## config.mk

```make
export PLATFORM = sky130hd
export DESIGN_NAME = jk_sync_counter
export DESIGN_NICKNAME = d
export VERILOG_FILES = /design/src/rtl/jk_counter_pkg.sv /design/src/rtl/jk_sync_counter_cell.sv /design/src/rtl/jk_sync_counter.sv
export SDC_FILE = /design/constraint.sdc
export NUM_CORES = 1
export LEC_CHECK = 0
export CAP_MARGIN = 15
export CORE_AREA = 5 5 42 44
export DETAILED_ROUTE_END_ITERATION = 6
export DIE_AREA = 0 0 47 49
export DONT_BUFFER_PORTS = 1
export SETUP_SLACK_MARGIN = 0.5
export SLEW_MARGIN = 20
export SYNTH_ARGS = -nofsm -noshare
export SYNTH_HDL_FRONTEND = slang
export SYNTH_SLANG_ARGS = --single-unit
```

## constraint.sdc

```tcl
create_clock -name clk -period 2.1 [get_ports clk]
set_clock_uncertainty 0.15 [all_clocks]
set_input_delay 0.63 -clock clk [delete_from_list [all_inputs] [get_ports clk]]
set_output_delay 0.63 -clock clk [all_outputs]
set_load 0.02 [all_outputs]
```

## src/rtl/jk_counter_pkg.sv

```systemverilog
// ============================================================================
// Module  : jk_counter_pkg
// Purpose : Shared JK-cell command encoding and next-state function.
// Revision: 1.0 - initial release
// ============================================================================
`default_nettype none

package jk_counter_pkg;

  // Encoding matches {j,k} so a cell's inputs cast directly to a command.
  typedef enum logic [1:0] {
    JK_HOLD   = 2'b00,
    JK_SET    = 2'b10,
    JK_RESET  = 2'b01,
    JK_TOGGLE = 2'b11
  } jk_cmd_t;

  function automatic logic jk_next(input logic q, input logic j, input logic k);
    jk_cmd_t cmd;
    cmd = jk_cmd_t'({j, k});
    case (cmd)
      JK_HOLD:  return q;
      JK_SET:   return 1'b1;
      JK_RESET: return 1'b0;
      default:  return ~q;
    endcase
  endfunction

endpackage

`default_nettype wire

```

## src/rtl/jk_sync_counter_cell.sv

```systemverilog
// ============================================================================
// Module  : jk_cell
// Purpose : Single JK flip-flop with synchronous active-high reset.
// Revision: 1.0 - initial release
// ============================================================================
`default_nettype none

module jk_cell
  import jk_counter_pkg::*;
(
  input  logic clk,
  input  logic rst,
  input  logic j,
  input  logic k,
  output logic q
);

  logic q_q;

  always_ff @(posedge clk) begin
    if (rst) q_q <= 1'b0;
    else     q_q <= jk_next(q_q, j, k);
  end

  assign q = q_q;

endmodule

`default_nettype wire

```

## src/rtl/jk_sync_counter.sv

```systemverilog
// ============================================================================
// Module  : jk_sync_counter
// Purpose : Mod-MODULUS up/down counter built from jk_cell flops, with
//           clamped parallel load and combinational terminal count.
//           Define JK_COUNTER_SAT_EN for saturating instead of wrapping.
// Revision: 1.0 - initial release
// ============================================================================
`default_nettype none

module jk_sync_counter
  import jk_counter_pkg::*;
#(
  parameter int WIDTH   = 4,
  parameter int MODULUS = 10
) (
  input  logic             clk,
  input  logic             rst,
  input  logic             en,
  input  logic             up,
  input  logic             load,
  input  logic [WIDTH-1:0] load_val,
  output logic [WIDTH-1:0] count,
  output logic             tc
);

  localparam logic [WIDTH-1:0] C_MAX   = WIDTH'(MODULUS - 1);
  localparam logic [WIDTH:0]   C_MOD_X = (WIDTH + 1)'(MODULUS);
  localparam logic [WIDTH-1:0] C_ONE   = WIDTH'(1);

  logic [WIDTH-1:0] count_q;
  logic [WIDTH-1:0] nxt_d;
  logic             upd_d;
  logic             at_max, at_zero;

  assign at_max  = (count_q == C_MAX);
  assign at_zero = (count_q == '0);

  always_comb begin
    nxt_d = count_q;
    upd_d = 1'b0;
    if (load) begin
      upd_d = 1'b1;
      nxt_d = ({1'b0, load_val} >= C_MOD_X) ? C_MAX : load_val;
    end else if (en) begin
      upd_d = 1'b1;
`ifdef JK_COUNTER_SAT_EN
      if (up) nxt_d = at_max  ? C_MAX : count_q + C_ONE;
      else    nxt_d = at_zero ? '0    : count_q - C_ONE;
`else
      if (up) nxt_d = at_max  ? '0    : count_q + C_ONE;
      else    nxt_d = at_zero ? C_MAX : count_q - C_ONE;
`endif
    end
  end

  // Updating cells are forced to set/reset; idle cells see j=k=0 and hold.
  for (genvar i = 0; i < WIDTH; i++) begin : g_cell
    jk_cell u_cell (
      .clk (clk),
      .rst (rst),
      .j   (upd_d &  nxt_d[i]),
      .k   (upd_d & ~nxt_d[i]),
      .q   (count_q[i])
    );
  end

  assign count = count_q;
  assign tc    = en & ~load & ~rst & (up ? at_max : at_zero);

endmodule

`default_nettype wire

```

==> results of run 1 <==
## metrics by stage
step                setup slack, ns  hold WS (ns)  cells  power [mW]
global route               -0.07739        0.2953     72      0.2914
global placement           -0.06206        0.5577     69      0.1730
floorplan                   -0.1956        0.4970     57      0.1718
CTS                        -0.06785        0.3030     72      0.2743
detailed placement         -0.06778        0.5551     69      0.1732
finish                     -0.05796        0.3115     72      0.2703
## layout by cell type (no fill, tap or decap)
master	synthesis	final
or4_4	0	1
a311oi_1	1	1
dfxtp_4	0	1
nand2b_4	0	1
buf_6	1	2
o21ai_2	1	1
a21oi_1	5	4
a21boi_0	1	1
xnor2_1	2	2
inv_1	5	5
nand4b_1	1	1
clkbuf_4	0	3
nand4_1	1	1
nor2_1	5	5
nor3_1	2	1
a31o_1	1	1
buf_4	5	3
nor4_2	1	1
o21ai_0	5	5
a32o_1	1	1
xor2_1	1	1
dfxtp_1	4	3
a21oi_2	1	1
or3_4	1	1
o31ai_1	2	2
o211ai_1	1	1
nor3_2	0	1
or3_1	1	1
nand3_1	2	2
a21oi_4	0	1
nor2b_1	1	1
## cell type report
class	count	area (um^2)
clock buffers	3	22.52
fillers	159	928.4
inverters	5	18.77
multi-input cells	39	282.8
flip-flops and latches	4	83.83
well taps	16	20.02
repair buffers	5	45.04
## routing by layer
metal	vias to the layer above	share of wire, %
li1	198	-
met1	174	47
met2	14	43
met3	0	10
met4	0	0
met5	-	0
## cells in the mapped netlist (all sizes together) (2+ instances only)
| master | instances |
|---|---|
| nor2 | 5 |
| o21ai | 6 |
| buf | 9 |
| inv | 5 |
| o31ai | 2 |
| dfxtp | 4 |
| xnor2 | 2 |
| or3 | 2 |
| nand3 | 2 |
| nor3 | 2 |
| a21oi | 6 |
## what timing repair did
item,in CTS,in global routing
gates resized for setup,1,3
endpoints found under the setup margin,2,4
setup buffers,0,0
endpoints found under the hold margin,0,0
hold buffers,0,0
## final timing paths
| check | start | end | slack [ns] | cells past startpoint |
|---|---|---|---|---|
| worst max register to register | flop | flop | 0.56 | 5 |
| worst min-delay path | rst | flop | 0.31 | 1 |
| worst min register to register | flop | flop | 0.47 | 3 |
| worst max-delay path | load | tc | -0.06 | 3 |
## logic make-up (layout without fill, tap and decap cells)
kind of cell,count (synthesis),in the layout,synth area share (%)
simple gates,17,17,24.86
xor+xnor,3,3,6.289
buf+inv,14,13,19.76
compound gates,19,19,29.94
flops,4,4,19.16
## power breakdown
group	switching (mW)	internal, mW	total, mW
Combinational	0.0459	0.0387	0.0846
Clock	0.0321	0.0640	0.0960
Sequential	0.00688	0.0828	0.0897
==> qor.txt, run 1 <==
CTS sink cnt -> 4
Final Wtd Congestion -> 0.7295
post-DR vias/cell -> 5.361
setup ws final -> -0.05796 ns
CP cell instances -> nand2b_4, or4_4, a21oi_4
failing checks -> setup timing
Cell Rows -> 14
vias in the first global route -> 361
max-slew violations -> 0
largest net degree at the start of global routing -> 11
Ports -> 14
Top delay family on crit path -> simple AND/OR/NAND/NOR gates
Fin. Hold Viols -> 0
H-tree levels -> 1
ant diodes -> 0
Final setup viols -> 1
Die Y -> 49 um
register area share after synthesis -> 19.16%
final WL -> 970 um
Area growth, synth to finish -> 13.17%
clock root cell -> clkbuf_4
Required @ worst endpoint -> 1.32 ns
Synth area leader -> dfxtp_1
Max VDD drop -> 0.3918 mV
type of the worst setup path -> in2out
slew margin rel. -> 82.97%
Starting Density -> 29.82%
total congestion overflow -> 0
initial DRC count -> 3
worst slew pin tran -> 0.2538 ns
top cells by area, synth -> dfxtp_1 19%, buf_4 9.0%, a21oi_1 6.0%
Die Area -> 0.002303 mm^2
most crowded layer after global routing -> met1
met1 usage -> 12.69%
via count -> 386
Total GRT Usage -> 9.494%
GR Layer Usage met2 -> 11.31%
die width -> 47 um
Synth Net Count -> 66
final instance area -> 473.0 um^2
Post-Syn Instances -> 57
core footprint -> 0.001401 mm^2
DP Area -> 439.2 um^2
EDFF count, synth -> 0
grt met3 use -> 6.642%
routed len/inst -> 13.47 um
initial antenna violation count -> 0
period utilisation layout -> 102.8%
number of CTS-inserted buffers -> 3
drc violations -> 0
Post-Syn Area -> 417.9 um^2
nature of the critical path endpoint -> primary output
IO buf count -> 0
Final Net Count -> 67
post-synth top area share -> 19.16%
layout cell share with drive strength beyond 1 -> 30.36%
RSZ-0062 raised after global routing -> true
DR pass1 iterations -> 2
WP buf/inv -> 0
clock latency on the worst-skew pair -> 0.23 ns
Syn. warnings -> 0
crit path max fanout -> 9
startpoint class of the critical path -> input pin
Main synth FF type -> dfxtp_1
hpwl dp -> 714.7 um
fraction of registers with async set or reset after synthesis -> 0%
global-route wire length before repair -> 1580 um
max incr delay on CP -> 0.43 ns
Critical-path top delay cell -> or4_4
pwr/cell area -> 571.5 mW/mm^2
setup_tns -> -0.05796 ns
Crit path arrival time -> 1.38 ns
TritonCTS clock tree -> done
Worst Hold Class -> in2reg
antenna-violating nets left -> 0
synth unique cells -> 28
outcome -> finished, violations left
Fmax -> 463.4 MHz
clock tree buffer depth -> 2
Max Cap Violations -> 0
Pleak -> 0.1749 nW
Yosys reg bits -> 4
mean post-synth cell area -> 7.332 um^2
Util after Layout -> 33.75%
Clk pin slew, worst setup/hold paths -> 0.04 ns
shortest period the worst path allows -> 2.158 ns
Power figures use the tool's default switching activity.
==> inputs of run 2 (changes only) <==
CORE_AREA = 5 5 45 47   (was 5 5 42 44)
DIE_AREA = 0 0 50 52   (was 0 0 47 49)
SYNTH_HIERARCHICAL = 1   (was default)
==> qor.txt, run 2 <==
outcome -> finished, violations left
failing checks -> setup timing
WP buf/inv -> 0 (unchanged)
sw power -> 0.2370 mW (+180%)
Pleak -> 0.4037 nW (+130%)
slew margin rel. -> 79.53% (-3.4 points)
Die Area -> 0.002600 mm^2 (+13%)
Required @ worst endpoint -> 1.32 ns (about the same)
clock tree buffer depth -> 2 (unchanged)
most frequent cells in the layout -> 14 x buf_4, 9 x inv_1, 8 x buf_6
total chip power -> 0.6164 mW (+130%)
Final Wtd Congestion -> 0.7221 (-1.0%)
Clk pin slew, worst setup/hold paths -> 0.04 ns (about the same)
worst slew pin tran -> 0.3060 ns (+0.05223 ns)
Post-Syn Instances -> 77 (+35%)
initial DRC count -> 6 (+3)
TritonCTS clock tree -> done
Cell Rows -> 15 (+1)
most numerous cell in the Yosys netlist -> inv_1
layout cell share with drive strength beyond 1 -> 50.00% (+20 points)
number of CTS-inserted buffers -> 3 (unchanged)
Worst Hold Class -> in2reg
Clock power frac -> 15.9% (-20 points)
Yosys reg bits -> 4 (unchanged)
crit path max fanout -> 4 (-5)
Setup WS pre-CTS -> -0.1710 ns (-0.1032 ns)
sequential power share -> 21.4% (-12 points)
Fin. Hold Viols -> 0 (unchanged)
final WL -> 1661 um (+71%)
initial antenna violation count -> 0 (unchanged)
Synth top cells by count -> 12 x inv_1, 8 x ha_1, 7 x nand2_1, 5 x a31oi_1, 5 x or3_1
shortest period the worst path allows -> 2.207 ns (+0.04922 ns)
Final Net Count -> 119 (+78%)
global-route wire length before repair -> 2684 um (+70%)
die width -> 50 um (+6.4%)
nature of the critical path endpoint -> primary output
Sw Ratio -> 38.46% (+7.1 points)
Comb pwr share -> 62.7% (+31 points)
IO buf count -> 0 (unchanged)
Fmax -> 453.1 MHz (-2.2%)
Main synth FF type -> dfxtp_1
synth unique cells -> 29 (+3.6%)
largest net degree at the start of global routing -> 13 (+2)
Total GRT Usage -> 13.82% (+4.3 points)
clock latency on the worst-skew pair -> 0.24 ns (about the same)
r2r startpoint -> g_cell[0].u_cell/q$_SDFFE_PP0P_
number of flip-flops in the largest register -> 4
most common cell after layout, fill and taps aside -> buf_4
period utilisation layout -> 105.1% (+2.3 points)
Crit path arrival time -> 1.43 ns (+0.05 ns)
EDFF count, synth -> 0 (unchanged)
Synth Net Count -> 94 (+42%)
clock root cell -> clkbuf_4
fraction of registers with async set or reset after synthesis -> 0% (unchanged)
Ports -> 14 (unchanged)
final instance area -> 924.6 um^2 (+96%)
Top delay family on crit path -> simple AND/OR/NAND/NOR gates
crit path launch -> g_cell[1].u_cell/q$_SDFFE_PP0P_
Worst Hold Launch -> rst
Starting Density -> 35.89% (+6.1 points)
H-tree levels -> 1 (unchanged)
post-DR vias/cell -> 5.376 (+0.28%)
pwr/cell area -> 666.6 mW/mm^2 (+17%)
Critical-path top delay cell -> or4b_4
antenna-violating nets left -> 0 (unchanged)
Max Cap Violations -> 0 (unchanged)
routed len/inst -> 14.20 um (+5.4%)
DR pass1 iterations -> 4 (+2)
type of the worst setup path -> reg2out
startpoint class of the critical path -> flop
via count -> 629 (+63%)
CTS sink cnt -> 4 (unchanged)
hpwl dp -> 1144 um (+60%)
Util after Layout -> 57.29% (+24 points)
DP Area -> 745.7 um^2 (+70%)
setup ws final -> -0.1072 ns (-0.04922 ns)
RSZ-0062 raised after global routing -> true
drc violations -> 0 (unchanged)
register area share after synthesis -> 13.82% (-5.3 points)
core footprint -> 0.001614 mm^2 (+15%)
total congestion overflow -> 0 (unchanged)
Synth area leader -> ha_1
max incr delay on CP -> 0.55 ns (+0.12 ns)
top cells by area, synth -> ha_1 17%, dfxtp_1 14%, inv_1 7.8%
Syn. warnings -> 6 (+6)
post-synth top area share -> 17.28% (-1.9 points)
Die Y -> 52 um (+6.1%)
Int Pwr -> 0.3793 mW (+100%)
Max VDD drop -> 0.2951 mV (-25%)
ant diodes -> 0 (unchanged)
CP cell instances -> or4b_4, a211oi_4
max-slew violations -> 0 (unchanged)
Area growth, synth to finish -> 59.61%
mean post-synth cell area -> 7.523 um^2 (+2.6%)
vias in the first global route -> 607 (+68%)
Final setup viols -> 3 (+2)
Post-Syn Area -> 579.3 um^2 (+39%)
## run 2: changes by cell type after synthesis, sizes merged, moves of 2 or more
cell	delta
a31oi	+5
a21oi	-5
o31ai	-2
ha	+8
inv	+7
nor2	-3
a211oi	+4
a22o	+2
or3	+3
buf	-8
nand3b	+4
nand2	+7
## run 2: timing repair
action,CTS,global route
pin swaps,5,4
setup buffers,6,0
endpoints found under the setup margin,9,9
resized for setup,21,8
hold buffers,0,0
## run 2: power groups by stage
| stage | Combinational (mW) | Clock [mW] | Sequential [mW] |
|---|---|---|---|
| 2_1_floorplan | 0.174 | 0 | 0.140 |
| 3_3_place_gp | 0.274 | 0 | 0.128 |
| 3_5_place_dp | 0.282 | 0 | 0.128 |
| 4_1_cts | 0.359 | 0.102 | 0.127 |
| 5_1_grt | 0.421 | 0.107 | 0.136 |
| 6_report | 0.386 | 0.0981 | 0.132 |
## run 2: per-stage QoR
step           hold slack (ns)  setup TNS, ns  instances
2_1_floorplan           0.3644        -0.2528         77
3_3_place_gp            0.4981        -0.5229        108
3_5_place_dp            0.5089        -0.6262        108
4_1_cts                 0.2887        -0.1490        117
5_1_grt                 0.2856        -0.3975        117
6_report                0.2954        -0.1397        117
## run 2: final timing paths
| path | endpoint | slack (ns) | cells past startpoint |
|---|---|---|---|
| worst max-delay path | tc | -0.11 | 2 |
| worst min-delay path | g_cell[2].u_cell/q$_SDFFE_PP0P_ | 0.30 | 1 |
| worst max register to register | g_cell[1].u_cell/q$_SDFFE_PP0P_ | -0.02 | 9 |
| worst min register to register | g_cell[3].u_cell/q$_SDFFE_PP0P_ | 0.47 | 3 |
## run 2: layout make-up
| type | count | area (um^2) |
|---|---|---|
| timing repair buffer | 22 | 195.2 |
| clock buffer | 3 | 22.52 |
| sequential | 4 | 95.09 |
| tap | 17 | 21.27 |
| inverter | 12 | 45.04 |
| multi-input combinational | 59 | 545.5 |
| fill | 146 | 689.4 |
## run 2: cells by family (layout without fill, tap and decap cells)
family	Yosys count	count (layout)	share of synthesized area (%)
xor gates and xnor gates	2	2	4.321
muxes	1	1	1.728
DFF	4	4	13.82
buffers and inverters	14	37	10.37
and+or+nand+nor	26	26	26.13
adders and majority gates	8	8	17.28
AOI/OAI and AO/OA	22	22	26.35
## run 2: per-layer routing
layer	part of all wire [%]	track usage [%]
met3	6.7	6.304
met4	2.6	5.240
met5	0	0
met2	52	24.06
met1	38	14.29
## run 2: worst reg2reg max path, delay by kind of cell (launching register included)
kind | cells | cell delay, ns
AO/OA/AOI/OAI | 4 | 0.66
flip-flops | 1 | 0.38
AND/OR/NAND/NOR | 1 | 0.30
buffers and inverters | 2 | 0.21
adder cells (fa/ha/maj) | 1 | 0.19
XOR/XNOR | 1 | 0.17
